## src/rtl/bip_pkg.sv

```systemverilog
// bip_pkg: opcodes, FSM state encoding and decode helpers for the BIP multi-cycle core
package bip_pkg;
  localparam logic [4:0] OP_HLT  = 5'd0;
  localparam logic [4:0] OP_STO  = 5'd1;
  localparam logic [4:0] OP_LD   = 5'd2;
  localparam logic [4:0] OP_LDI  = 5'd3;
  localparam logic [4:0] OP_ADD  = 5'd4;
  localparam logic [4:0] OP_ADDI = 5'd5;
  localparam logic [4:0] OP_SUB  = 5'd6;
  localparam logic [4:0] OP_SUBI = 5'd7;
  localparam logic [4:0] OP_AND  = 5'd8;
  localparam logic [4:0] OP_OR   = 5'd9;
  localparam logic [4:0] OP_XOR  = 5'd10;
  localparam logic [4:0] OP_JMP  = 5'd11;
  localparam logic [4:0] OP_BEQ  = 5'd12;
  typedef enum logic [1:0] {ST_FETCH, ST_EXEC, ST_MEM, ST_HALT} state_t;
  function automatic logic is_mem_op(input logic [4:0] op);
    return op inside {OP_STO, OP_LD, OP_ADD, OP_SUB};
  endfunction
  function automatic logic is_alu_imm(input logic [4:0] op);
    return op inside {OP_LDI, OP_ADDI, OP_SUBI, OP_AND, OP_OR, OP_XOR};
  endfunction
endpackage

```

## src/rtl/bip_mc_cpu_if.sv

```systemverilog
// bip_mc_cpu_if: instruction ROM port plus request/ready data RAM port of the BIP core
interface bip_mc_cpu_if #(
  parameter int NB_INSTRUCTION = 16,
  parameter int NB_ADDR = 11,
  parameter int NB_DATA = 16
);
  logic [NB_ADDR-1:0] o_rom_addr;
  logic [NB_INSTRUCTION-1:0] i_rom_data;
  logic [NB_ADDR-1:0] o_ram_addr;
  logic [NB_DATA-1:0] o_ram_data;
  logic o_ram_wr_enable;
  logic o_ram_rd_enable;
  logic i_ram_ready;
  logic [NB_DATA-1:0] i_ram_data;
  modport master (
    output o_rom_addr, o_ram_addr, o_ram_data, o_ram_wr_enable, o_ram_rd_enable,
    input i_rom_data, i_ram_ready, i_ram_data
  );
  modport slave (
    input o_rom_addr, o_ram_addr, o_ram_data, o_ram_wr_enable, o_ram_rd_enable,
    output i_rom_data, i_ram_ready, i_ram_data
  );
endinterface

```

## src/rtl/bip_alu.sv

```systemverilog
// bip_alu: accumulator datapath (add, sub, and, or, xor, pass-through of operand B)
module bip_alu import bip_pkg::*; #(
  parameter int NB_DATA = 16
) (
  input  logic [NB_DATA-1:0] acc_i,
  input  logic [NB_DATA-1:0] b_i,
  input  logic [4:0]         opcode_i,
  output logic [NB_DATA-1:0] result_o
);
  // loads fall through to pass-through of B
  always_comb
    result_o = (opcode_i inside {OP_ADD, OP_ADDI}) ? acc_i + b_i :
               (opcode_i inside {OP_SUB, OP_SUBI}) ? acc_i - b_i :
               (opcode_i == OP_AND)                ? acc_i & b_i :
               (opcode_i == OP_OR)                 ? acc_i | b_i :
               (opcode_i == OP_XOR)                ? acc_i ^ b_i : b_i;
endmodule

```

## src/rtl/bip_mc_cpu.sv

```systemverilog
// bip_mc_cpu: multi-cycle BIP core, handshake data RAM; BIP_PERF_COUNTERS_EN adds cycle/instruction counters
module bip_mc_cpu import bip_pkg::*; #(
  parameter int NB_INSTRUCTION = 16,
  parameter int NB_OPCODE = 5,
  parameter int NB_OPERAND = NB_INSTRUCTION - NB_OPCODE,
  parameter int NB_ADDR = 11,
  parameter int NB_DATA = 16
) (
  input  logic               i_clock,
  input  logic               i_reset,
  bip_mc_cpu_if.master       mem,
  output logic [NB_DATA-1:0] o_acc,
  output logic               o_halt
`ifdef BIP_PERF_COUNTERS_EN
  ,
  output logic [31:0]        o_cycle_count,
  output logic [31:0]        o_instr_count
`endif
);
  state_t state_q, state_d;
  logic [NB_ADDR-1:0] pc_q, pc_d;
  logic [NB_INSTRUCTION-1:0] ir_q, ir_d;
  logic [NB_DATA-1:0] acc_q, acc_d;
  logic wr_q, wr_d, rd_q, rd_d;
  logic [4:0] opc;
  logic [NB_OPERAND-1:0] opd;
  logic [NB_DATA-1:0] ext_imm, alu_b, alu_y;
  logic [NB_ADDR-1:0] target;
  logic mem_op;
  assign opc = 5'(ir_q[NB_INSTRUCTION-1 -: NB_OPCODE]);
  assign opd = ir_q[NB_OPERAND-1:0];
  assign ext_imm = NB_DATA'($signed(opd));
  assign target = opd[NB_ADDR-1:0];
  assign mem_op = is_mem_op(opc);
  assign alu_b = (state_q == ST_MEM) ? mem.i_ram_data : ext_imm;
  assign mem.o_rom_addr = pc_q;
  assign mem.o_ram_addr = target;
  assign mem.o_ram_data = acc_q;
  assign mem.o_ram_wr_enable = wr_q;
  assign mem.o_ram_rd_enable = rd_q;
  assign o_acc = acc_q;
  assign o_halt = state_q == ST_HALT;
  bip_alu #(.NB_DATA(NB_DATA)) u_alu (.acc_i(acc_q), .b_i(alu_b), .opcode_i(opc), .result_o(alu_y));
  // architectural state; reset also aborts any pending memory wait
  always_ff @(posedge i_clock)
    if (i_reset) begin
      state_q <= ST_FETCH;
      pc_q <= '0;
      ir_q <= '0;
      acc_q <= '0;
      wr_q <= 1'b0;
      rd_q <= 1'b0;
    end else begin
      state_q <= state_d;
      pc_q <= pc_d;
      ir_q <= ir_d;
      acc_q <= acc_d;
      wr_q <= wr_d;
      rd_q <= rd_d;
    end
  // fetch/execute/memory sequencing; enables are held until the ready cycle
  always_comb begin
    state_d = state_q;
    pc_d = pc_q;
    ir_d = ir_q;
    acc_d = acc_q;
    wr_d = wr_q;
    rd_d = rd_q;
    case (state_q)
      ST_FETCH: begin
        ir_d = mem.i_rom_data;
        state_d = ST_EXEC;
      end
      ST_EXEC: begin
        state_d = (opc == OP_HLT) ? ST_HALT : mem_op ? ST_MEM : ST_FETCH;
        pc_d = (opc == OP_HLT || mem_op) ? pc_q :
               (opc == OP_JMP || (opc == OP_BEQ && acc_q == '0)) ? target : pc_q + 1'b1;
        acc_d = is_alu_imm(opc) ? alu_y : acc_q;
        wr_d = opc == OP_STO;
        rd_d = mem_op && opc != OP_STO;
      end
      ST_MEM:
        if (mem.i_ram_ready) begin
          state_d = ST_FETCH;
          pc_d = pc_q + 1'b1;
          acc_d = wr_q ? acc_q : alu_y;
          wr_d = 1'b0;
          rd_d = 1'b0;
        end
      default: ;
    endcase
  end
`ifdef BIP_PERF_COUNTERS_EN
  logic [31:0] cyc_q, ins_q;
  logic done;
  assign done = (state_q == ST_EXEC && !mem_op) || (state_q == ST_MEM && mem.i_ram_ready);
  assign o_cycle_count = cyc_q;
  assign o_instr_count = ins_q;
  // saturating counters, frozen while halted
  always_ff @(posedge i_clock)
    if (i_reset) begin
      cyc_q <= '0;
      ins_q <= '0;
    end else begin
      if (state_q != ST_HALT && ~&cyc_q) cyc_q <= cyc_q + 1'b1;
      if (done && ~&ins_q) ins_q <= ins_q + 1'b1;
    end
`endif
endmodule

```

## src/flat_wrapper.sv

```systemverilog
// flat-port wrapper written by rule: the top's interface ports become plain ports
module bip_mc_cpu_flat import bip_pkg::*;
#(
  parameter int NB_INSTRUCTION = 16,
  parameter int NB_OPCODE = 5,
  parameter int NB_OPERAND = NB_INSTRUCTION - NB_OPCODE,
  parameter int NB_ADDR = 11,
  parameter int NB_DATA = 16
)
  (i_clock, i_reset, o_acc, o_halt, mem_o_rom_addr, mem_o_ram_addr, mem_o_ram_data, mem_o_ram_wr_enable, mem_o_ram_rd_enable, mem_i_rom_data, mem_i_ram_ready, mem_i_ram_data);
  bip_mc_cpu_if #(.NB_INSTRUCTION(NB_INSTRUCTION), .NB_ADDR(NB_ADDR), .NB_DATA(NB_DATA)) mem_i ();
  input  logic i_clock;
  input  logic i_reset;
  output logic [NB_DATA-1:0] o_acc;
  output logic o_halt;
  output wire logic [$bits(mem_i.o_rom_addr)-1:0] mem_o_rom_addr;
  output wire logic [$bits(mem_i.o_ram_addr)-1:0] mem_o_ram_addr;
  output wire logic [$bits(mem_i.o_ram_data)-1:0] mem_o_ram_data;
  output wire logic [$bits(mem_i.o_ram_wr_enable)-1:0] mem_o_ram_wr_enable;
  output wire logic [$bits(mem_i.o_ram_rd_enable)-1:0] mem_o_ram_rd_enable;
  input wire logic [$bits(mem_i.i_rom_data)-1:0] mem_i_rom_data;
  input wire logic [$bits(mem_i.i_ram_ready)-1:0] mem_i_ram_ready;
  input wire logic [$bits(mem_i.i_ram_data)-1:0] mem_i_ram_data;
  assign mem_o_rom_addr = mem_i.o_rom_addr;
  assign mem_o_ram_addr = mem_i.o_ram_addr;
  assign mem_o_ram_data = mem_i.o_ram_data;
  assign mem_o_ram_wr_enable = mem_i.o_ram_wr_enable;
  assign mem_o_ram_rd_enable = mem_i.o_ram_rd_enable;
  assign mem_i.i_rom_data = mem_i_rom_data;
  assign mem_i.i_ram_ready = mem_i_ram_ready;
  assign mem_i.i_ram_data = mem_i_ram_data;
  bip_mc_cpu #(.NB_INSTRUCTION(NB_INSTRUCTION), .NB_OPCODE(NB_OPCODE), .NB_OPERAND(NB_OPERAND), .NB_ADDR(NB_ADDR), .NB_DATA(NB_DATA)) u_core (.i_clock(i_clock), .i_reset(i_reset), .mem(mem_i), .o_acc(o_acc), .o_halt(o_halt));
endmodule
```

## config.mk

```make
export PLATFORM = sky130hd
export DESIGN_NAME = bip_mc_cpu_flat
export DESIGN_NICKNAME = d
export VERILOG_FILES = /design/src/rtl/bip_pkg.sv /design/src/rtl/bip_mc_cpu_if.sv /design/src/rtl/bip_alu.sv /design/src/rtl/bip_mc_cpu.sv /design/src/flat_wrapper.sv
export SDC_FILE = /design/constraint.sdc
export NUM_CORES = 1
export LEC_CHECK = 0
export ABC_AREA = 1
export ABC_CLOCK_PERIOD_IN_PS = 3720
export BUFFER_PORTS_ARGS = -buffer_cell sky130_fd_sc_hd__buf_2
export CAP_MARGIN = 20
export CORE_MARGIN = 4
export CORE_UTILIZATION = 23
export DETAILED_ROUTE_END_ITERATION = 8
export SLEW_MARGIN = 20
export SYNTH_ARGS = -nofsm -noshare
export SYNTH_HDL_FRONTEND = slang
export SYNTH_HIERARCHICAL = 1
export SYNTH_SLANG_ARGS = --single-unit
```

## constraint.sdc

```tcl
create_clock -name i_clock -period 3.72 [get_ports i_clock]
set_input_delay 0.558 -clock i_clock [delete_from_list [all_inputs] [get_ports i_clock]]
set_output_delay 0.558 -clock i_clock [all_outputs]
set_load 0.01 [all_outputs]
```

After elaboration in Yosys (flattened, before gate mapping)
Index checks and enable logic that the tools add are counted. W data, S select, Z words.

Flip-flop bits (word level): 47. Word-level logic and storage cells: 70. Latch bits: 0. RAM bits: 0. Output and inout bits: 57. Memories kept: 0. Bits of input ports: 35. ROM bits: 0.

$mul: 0. $add $sub $neg: 3. Shift operators: 0. Divide/modulo/power cells: 0. Equal/unequal tests: 20. Muxes and demuxes: 21. Reduce and logical (&&, ||, !) cells: 17. Bitwise gates (word level): 3. Magnitude comparators: 0.

Operators by type and width (count): $mux W16 (9); $mux W11 (3); $pmux W16 S2 (1); $eq A5 B4 Y1 const B (5); $pmux W11 S2 (1); $eq A5 B3 Y1 const B (4); $add A16 B16 Y16 (1); $and A16 B16 Y16 (1); $logic_not A16 Y1 (1); $or A16 B16 Y16 (1); $sub A16 B16 Y16 (1); $xor A16 B16 Y16 (1); $add A11 B1 Y11 const B (1); $eq A5 B2 Y1 const B (2); $mux W2 (3); $ne A2 B2 Y1 const B (3); $pmux W2 S3 (1); $reduce_bool A2 Y1 (3); $reduce_bool A6 Y1 (1); $eq A5 B1 Y1 const B (1); $logic_not A5 Y1 (1); $ne A5 B1 Y1 const B (1); $eq A2 B2 Y1 const B (2); $pmux W1 S2 (2); 11 further kinds (14).

Depth between registers and ports, before layout
Gate-level depths: netlist (run 1).

Depth in word-level cells: 11. Mapped depth: 24. Depth with buffers taken out: 21.

Modules after synthesis
The synthesis (run 1) kept the hierarchy.

By module, submodules not included: bip_alu (instances 1, cells each 556, area each 2974.1 µm², seq. area each 0.0 µm²); bip_mc_cpu (instances 1, cells each 394, area each 2625.0 µm², seq. area each 940.9 µm²).

Worst setup path before layout (run 1)
OpenSTA, ideal clock, no wires.

Path kind: reg2reg. Start point: register u_core.state_q[0]. End point: register u_core.acc_q[13] (netlist: u_core/mem.o_ram_data[13]). Buffers on the path: 3. Setup slack: 0.806 ns. Data required time: 3.604 ns. Arrival time: 2.798 ns. Library setup time: 0.116 ns. Clock period less this slack: 2.914 ns. Cell stages (with the launch flop): 23. Cells stage by stage: dfxtp_1 -> inv_1 -> ha_1 -> inv_2 -> buf_2 -> buf_2 -> nand2_1 -> nand2_1 -> inv_1 -> ha_1 -> buf_2 -> nor2_1 -> inv_1 -> nor3_1 -> nand2_1 -> nand3_1 -> nand2_1 -> nand3_1 -> nand2_1 -> nand2_1 -> nand2_1 -> o21ai_0 -> nor2_1.

Elaborated cells on any way between the ends: 22. Those cells by class: 2 x add/sub; 5 x eq/ne; 10 x mux; 3 x bitwise; 2 x reduce/logical.

RTL lines: start: declaration (line bip_mc_cpu.sv:20) `state_t state_q, state_d;`; start signal: assignment (line bip_mc_cpu.sv:54) `state_q <= state_d;`; $eq A2 B2 Y1 (*) (line bip_mc_cpu.sv:35) `assign alu_b = (state_q == ST_MEM) ? mem.i_ram_data : ext_imm;`; $mux W16 (*) (line bip_mc_cpu.sv:35); via u_core.alu_b[10] (line bip_mc_cpu.sv:27) `logic [NB_DATA-1:0] ext_imm, alu_b, alu_y;`; $sub A16 B16 Y16 (line bip_alu.sv:13) `(opcode_i inside {OP_SUB, OP_SUBI}) ? acc_i - b_i :`; $mux W16 (line bip_alu.sv:13); $mux W16 (*) (line bip_alu.sv:12) `result_o = (opcode_i inside {OP_ADD, OP_ADDI}) ? acc_i + b_i :`; $mux W16 (line bip_mc_cpu.sv:86) `acc_d = wr_q ? acc_q : alu_y;`; $mux W16 (line bip_mc_cpu.sv:83) `if (mem.i_ram_ready) begin`; $pmux W16 S2 (*) (line bip_mc_cpu.sv:69) `case (state_q)`; via u_core.acc_d[13] (line bip_mc_cpu.sv:23) `logic [NB_DATA-1:0] acc_q, acc_d;`; end signal: assignment (line bip_mc_cpu.sv:50) `acc_q <= '0;`; end signal: assignment (line bip_mc_cpu.sv:57) `acc_q <= acc_d;`; end: declaration (line bip_mc_cpu.sv:23).

The timed path passes the listed nets; every way through them passes the cells marked *. The select of a mux whose other input is x is not followed. A chain may end at the register's enable or synchronous reset.

Worst setup path after layout (run 1)
Start point: register u_core.state_q[0]. End point: register u_core.acc_q[9] (netlist: u_core/mem.o_ram_data[9]).

Same word-level chain as after synthesis.

==> flow_metrics.tcl, run 1 <==
set metrics [dict create \
    fin_nets 1080 \
    syn-cell-area_mm2 0.005599 \
    synth_edf_count 0 \
    synth_top_area_share_pct 16.80 \
    drive_above_1_share_pct 13.03 \
    dpl.hpwl_um 14640 \
    firstDrtPassIters 7 \
    yosysMostFrequentCell "nand2_1" \
    die_area_mm2 0.02690 \
    syn_inst 950 \
    syn2layout_area_growth_pct 10.91 \
    clkSinkCount 47 \
    powerDensity_mw_per_mm2 624.3 \
    skew_ps 10.99 \
    antenna_found_initial 0 \
    period_needed_ps 3310 \
    ir_drop_uv 250.4 \
    vias 5978 \
    worstMarginPinSlew_ps 742.7 \
    drv_slew 0 \
    finalNonFillerCells 1309 \
    grt-ovfl-total 0 \
    wl_um 19180 \
    ys_types 42 \
    synth-async-reset-ratio_pct 0 \
    dpl.cell_count 1301 \
    start_kind "flip-flop" \
    yosys.area.top_type "dfxtp_1" \
    fill_cells 2764 \
    numCtsBuffers 5 \
    max_slew_margin_pct 50.18 \
    die_y_um 164.0 \
    total_power_mw 3.877 \
    start_util_pct 23.64 \
    worstPathRequired_ps 3970 \
    hold_viol_final 0 \
    pin_count 92 \
    post_cts_buffers 0 \
    clk_pin_slew_worst_paths_ps 80 \
    tns_ps 0 \
    cts_tree "done" \
    synth-seq-cells 47 \
    period_share_pct 88.97 \
    post-route-drc-count 0 \
    cts_buffer_depth 2 \
    power_leakage_nw 3.212 \
    crit_fanout 23 \
    cts_hold_buffers 0 \
    vias_per_cell 4.567 \
    rows 56 \
    synthesis.nets 1041 \
    grt_pass1_wl_um 30640 \
    avgSynthCellArea_um2 5.894 \
    clock_latency_ps 310 \
    hold_class "in2reg" \
    rsz0062_at_grt "no" \
    n_antenna_cell 0 \
    grtUsageTotal_pct 14.26 \
    synth_common_cells "238 x nand2_1, 125 x nor2_1, 114 x inv_1" \
    synth_ff_type "dfxtp_1" \
    end_kind "flip-flop" \
    drtAntennaViolNets 0 \
    grt_max_degree 32 \
    wl_per_cell_um 14.65 \
    grt_pass1_vias 5734 \
    drv_cap 0 \
    cts-root-buf "clkbuf_16" \
    crit_type "reg2reg" \
    h-tree-depth 2 \
    coreArea_mm2 0.02368 \
    finalSetupViolations 0 \
    critical_path_arrival_ps 3560 \
    outcome "complete, no violations" \
    numPortBuffers 91 \
    ys_seq_area_share_pct 16.80 \
    die_w_um 164.0 \
    fmax_ghz 0.3021 \
    drt-initial-drc-count 441 \
    place.gp.congestion 1.001 \
    ys_warn_count 6 \
    cts_resized 0 \
    synth_area_leaders "dfxtp_1 17%, nand2_1 16%, ha_1 12%" \
]
==> cell families after synthesis <==
logic type / Yosys count / synth area share [%]
buffers and inverters: 185 / 16.07
XOR/XNOR: 12 / 1.877
AND/OR/NAND/NOR: 493 / 37.10
AO/OA/AOI/OAI: 157 / 15.37
adder cells (fa/ha/maj): 56 / 12.78
flip-flops: 47 / 16.80
==> layer usage <==
metal	track usage (%)	vias to the layer above	routed length [um]
li1	-	3065	-
met1	18.49	2691	8648
met2	23.75	189	8791
met3	2.886	33	1210
met4	4.613	0	532
met5	0	-	0
==> state kept, by name (all words and copies together) (netlist names) <==
register and count:
u_core/mem.o_ram_data 16, u_core/state_q 2, u_core/mem.o_ram_wr_enable 1, u_core/mem.o_ram_rd_enable 1, u_core/ir_q 16, u_core/mem.o_rom_addr 11
==> worst paths after layout <==
path         cells past startpoint  slack (ps)                                    start                                      end
max                             18         410           u_core/state_q[0]$_SDFFE_PP0P_    u_core/mem.o_ram_data[9]$_SDFFE_PP0P_
min                              3         490                        mem_i_rom_data[0]              u_core/ir_q[0]$_SDFFE_PP0N_
max reg2reg                     18         410           u_core/state_q[0]$_SDFFE_PP0P_    u_core/mem.o_ram_data[9]$_SDFFE_PP0P_
min reg2reg                      2         490  u_core/mem.o_ram_wr_enable$_SDFFE_PP0P_  u_core/mem.o_ram_wr_enable$_SDFFE_PP0P_
==> cells in the final DEF, fill, tap and decap left out, types with 2 or more instances in the layout <==
| cell | instances |
|---|---|
| a21o_1 | 3 |
| a21oi_1 | 55 |
| a21oi_2 | 3 |
| buf_2 | 91 |
| buf_4 | 7 |
| clkbuf_16 | 5 |
| dfxtp_1 | 47 |
| fa_1 | 2 |
| ha_1 | 54 |
| inv_1 | 114 |
| inv_2 | 3 |
| inv_6 | 2 |
| nand2_1 | 238 |
| nand2_2 | 3 |
| nand3_1 | 93 |
| nand3b_1 | 5 |
| nand4_1 | 7 |
| nor2_1 | 125 |
| nor2_2 | 4 |
| nor3_1 | 6 |
| o21ai_0 | 76 |
| o21ai_1 | 6 |
| o21bai_1 | 7 |
| or2_1 | 6 |
| xor2_1 | 11 |
==> report_power, final <==
group	internal (mW)	switching [mW]
clock	0.260	0.244
combinational	0.849	1.72
sequential	0.613	0.190
==> final cells by class <==
cell class	count	area (um2)	share of cell area (%)
Timing Repair Buffer	98	508.0	8.181
Sequential cell	47	940.9	15.15
Inverter	119	449.2	7.234
Tap cell	319	399.1	6.428
Clock inverter	3	28.78	0.4634
Multi-Input combinational cell	718	3759	60.53
Clock buffer	5	125.1	2.015
==> worst max-delay path, stage by stage (launching register included) <==
cell	delay, ps
dfxtp_1	370
inv_1	70
ha_1	210
buf_4	220
o21ai_0	350
inv_1	140
ha_1	510
inv_1	150
nand2_1	80
nand2_1	60
inv_1	50
nand3_1	160
a21oi_1	280
inv_1	70
nand2_1	60
nand3_1	60
a21oi_1	160
o21ai_0	120
nor2_1	100
==> through the flow <==
stage / area (um2) / hold WS [ps] / worst slack [ps] / utilization (%)
after floorplan: 5599 / 457.6 / 805.9 / -
after global placement: 6056 / 475.4 / 481.4 / 25.57
after detailed placement: 6056 / 477.0 / 483.4 / 25.57
after CTS: 6210 / 473.9 / 454.7 / 26.22
after global routing: 6210 / 478.1 / 97.42 / 26.22
final: 6210 / 485.5 / 410.2 / 26.22
Power figures use the tool's default switching activity.
==> run 2, diff against run 1 <==
Settings changed: ABC_CLOCK_PERIOD_IN_PS 3720 to 3700, CORE_ASPECT_RATIO from default to 1.4, CORE_UTILIZATION 23 to 59, PLACE_DENSITY from default to 0.83.
Clock period 3.72 ns to 3.7 ns, I/O delays scaled along.
==> run 2 against run 1 <==
Compared with the run above:
- fmax rose by 0.90%
- sequential cell count did not move
- largest power group unchanged
- global-route usage rose by 15 points
- hold slack got worse by 18 ps
- critical path type unchanged
- die area fell by 59%
- critical path depth fell by 2
- utilization rose by 39 points
- combinational power barely moved
==> flow_metrics.tcl, run 2 (same netlist as run 1, synthesis figures left out) <==
set metrics [dict create \
    dpl.hpwl_um 12510 \
    grt-ovfl-total 0 \
    coreArea_mm2 0.009131 \
    setup_ws_ps 419.6 \
    end_kind "flip-flop" \
    hold_viol_final 0 \
    multi_input_area_mm2 0.003759 \
    die_y_um 123.3 \
    post-route-drc-count 0 \
    drv_slew 0 \
    die_w_um 90.33 \
    clockPowerShare_pct 13.6 \
    ir_drop_uv 428.6 \
    crit_fanout 22 \
    grt_max_degree 38 \
    fin_hold_ws_ps 468.0 \
    switchingPower_mw 2.091 \
    rr_worst_depth 16 \
    swShare_pct 53.91 \
    clkSinkCount 47 \
    cts_tree "done" \
    antenna_found_initial 0 \
    crit_type "reg2reg" \
    syn2layout_area_growth_pct 6.056 \
    h-tree-depth 2 \
    clk_pin_slew_worst_paths_ps 70 \
    powerDensity_mw_per_mm2 653.0 \
    drt-initial-drc-count 612 \
    wl_per_cell_um 15.16 \
    clock_latency_ps 300 \
    fill_cells 897 \
    grtUsageTotal_pct 29.31 \
    power_leakage_nw 3.199 \
    rows 41 \
    rsz0062_at_grt "no" \
    ff_latch_area_um2 940.9 \
    worstPathRequired_ps 3880 \
    numCtsBuffers 5 \
    reg2reg_from "u_core/state_q[0]$_SDFFE_PP0P_" \
    cts_buffer_depth 2 \
    mostFrequentLayoutCell "nand2_1" \
    cts-root-buf "clkbuf_16" \
    hp-start "u_core/mem.o_ram_rd_enable$_SDFFE_PP0P_" \
    n_antenna_cell 0 \
    pin_count 92 \
    drtAntennaViolNets 0 \
    post_cts_buffers 0 \
    place.gp.congestion 1.103 \
    start_util_pct 61.32 \
    finalNonFillerCells 1094 \
    dpl.cell_count 1087 \
    period_needed_ps 3280 \
    grt_pass1_vias 5665 \
    max_slew_margin_pct 28.23 \
    start_kind "flip-flop" \
    skew_ps 6.069 \
    drv_cap 0 \
    worstMarginPinSlew_ps 1070 \
    numPortBuffers 91 \
    power_frac_comb_pct 65.9 \
    layout_common_cells "238 x nand2_1, 125 x nor2_1, 113 x inv_1" \
    die_area_mm2 0.01113 \
    vias 6122 \
    p_int_mw 1.787 \
    grt_pass1_wl_um 26830 \
    hold_class "reg2reg" \
    min_to "u_core/mem.o_ram_rd_enable$_SDFFE_PP0P_" \
    place_ws_ps 333.8 \
    holdPathStages 2 \
    finalSetupViolations 0 \
    vias_per_cell 5.596 \
    firstDrtPassIters 7 \
    fin_nets 1078 \
    r2r_end "u_core/mem.o_ram_data[14]$_SDFFE_PP0P_" \
    fmax_ghz 0.3048 \
    period_share_pct 88.66 \
    drive_above_1_share_pct 12.77 \
    outcome "complete, no violations" \
    tns_ps 0 \
    critical_path_arrival_ps 3460 \
    wl_um 16590 \
    sequentialPowerShare_pct 20.5 \
    rrSetupSlack_ps 420 \
]
==> run 2: cell types whose count changed in the layout (fill, tap and decap cells not counted) <==
cell / delta
o21ai_1: +1
clkinvlp_4: +1
inv_1: -1
o21ai_0: -1
buf_4: -2
bufinv_16: +1
inv_6: -2
inv_8: -1
clkinv_1: +1
==> run 2: how the worst max path moves through the flow <==
| stage | slack (ps) | cells past startpoint | endpoint | from |
|---|---|---|---|---|
| 2_1_floorplan | 790 | 22 | u_core/mem.o_ram_data[13]$_SDFFE_PP0P_ | u_core/state_q[0]$_SDFFE_PP0P_ |
| 5_1_grt | 130 | 19 | u_core/mem.o_ram_data[11]$_SDFFE_PP0P_ | u_core/state_q[0]$_SDFFE_PP0P_ |
| 3_5_place_dp | 330 | 16 | u_core/mem.o_ram_data[14]$_SDFFE_PP0P_ | u_core/state_q[0]$_SDFFE_PP0P_ |
| 3_3_place_gp | 390 | 16 | u_core/mem.o_ram_data[14]$_SDFFE_PP0P_ | u_core/state_q[0]$_SDFFE_PP0P_ |
| 6_report | 420 | 16 | u_core/mem.o_ram_data[14]$_SDFFE_PP0P_ | u_core/state_q[0]$_SDFFE_PP0P_ |
| 4_1_cts | 330 | 16 | u_core/mem.o_ram_data[14]$_SDFFE_PP0P_ | u_core/state_q[0]$_SDFFE_PP0P_ |
==> run 2: metal layers <==
metal  GRT usage, %  up-vias  wire length (um)
li1               -     3059                 -
met5              0        -                 0
met1          35.16     2731              6859
met2          52.69      283              7986
met3          4.321       49              1189
met4          11.88        0               549
==> run 2: critical path, cell delays in order (launching register included) <==
cell,delay [ps]
dfxtp_1,380
inv_1,80
ha_1,230
buf_4,220
o21ai_1,330
inv_1,140
ha_1,450
nor2_1,270
nand4_1,170
nand3_1,180
nand3b_1,130
nand3_1,110
nand3_1,120
nand2_1,90
nand2_1,40
o21ai_0,150
a21oi_1,60
==> run 2: layout make-up <==
class / count / area share, %
clock inverter: 2 / 0.6321
tap: 107 / 2.255
clock buffer: 5 / 2.107
inverter: 119 / 7.564
timing repair buffer: 96 / 8.302
multi-input combinational: 718 / 63.30
sequential: 47 / 15.84
==> run 2: stage by stage <==
stage	total power [mW]	utilization [%]	cell area [um2]
2_1_floorplan	2.770	-	5599
3_3_place_gp	3.270	63.25	5776
3_5_place_dp	3.293	63.25	5776
4_1_cts	3.834	65.03	5938
5_1_grt	4.247	65.03	5938
6_report	3.878	65.03	5938
==> run 2: what timing repair did <==
item	in CTS	in global routing
hold buffers	0	0
setup endpoints to repair	0	1
gates resized for setup	0	1
==> run 2: power groups by stage <==
| stage | Combinational [mW] | Clock, mW | Sequential [mW] |
|---|---|---|---|
| 2_1_floorplan | 1.98 | 0 | 0.787 |
| 3_3_place_gp | 2.47 | 0 | 0.801 |
| 3_5_place_dp | 2.49 | 0 | 0.807 |
| 4_1_cts | 2.50 | 0.534 | 0.795 |
| 5_1_grt | 2.87 | 0.555 | 0.822 |
| 6_report | 2.56 | 0.526 | 0.796 |
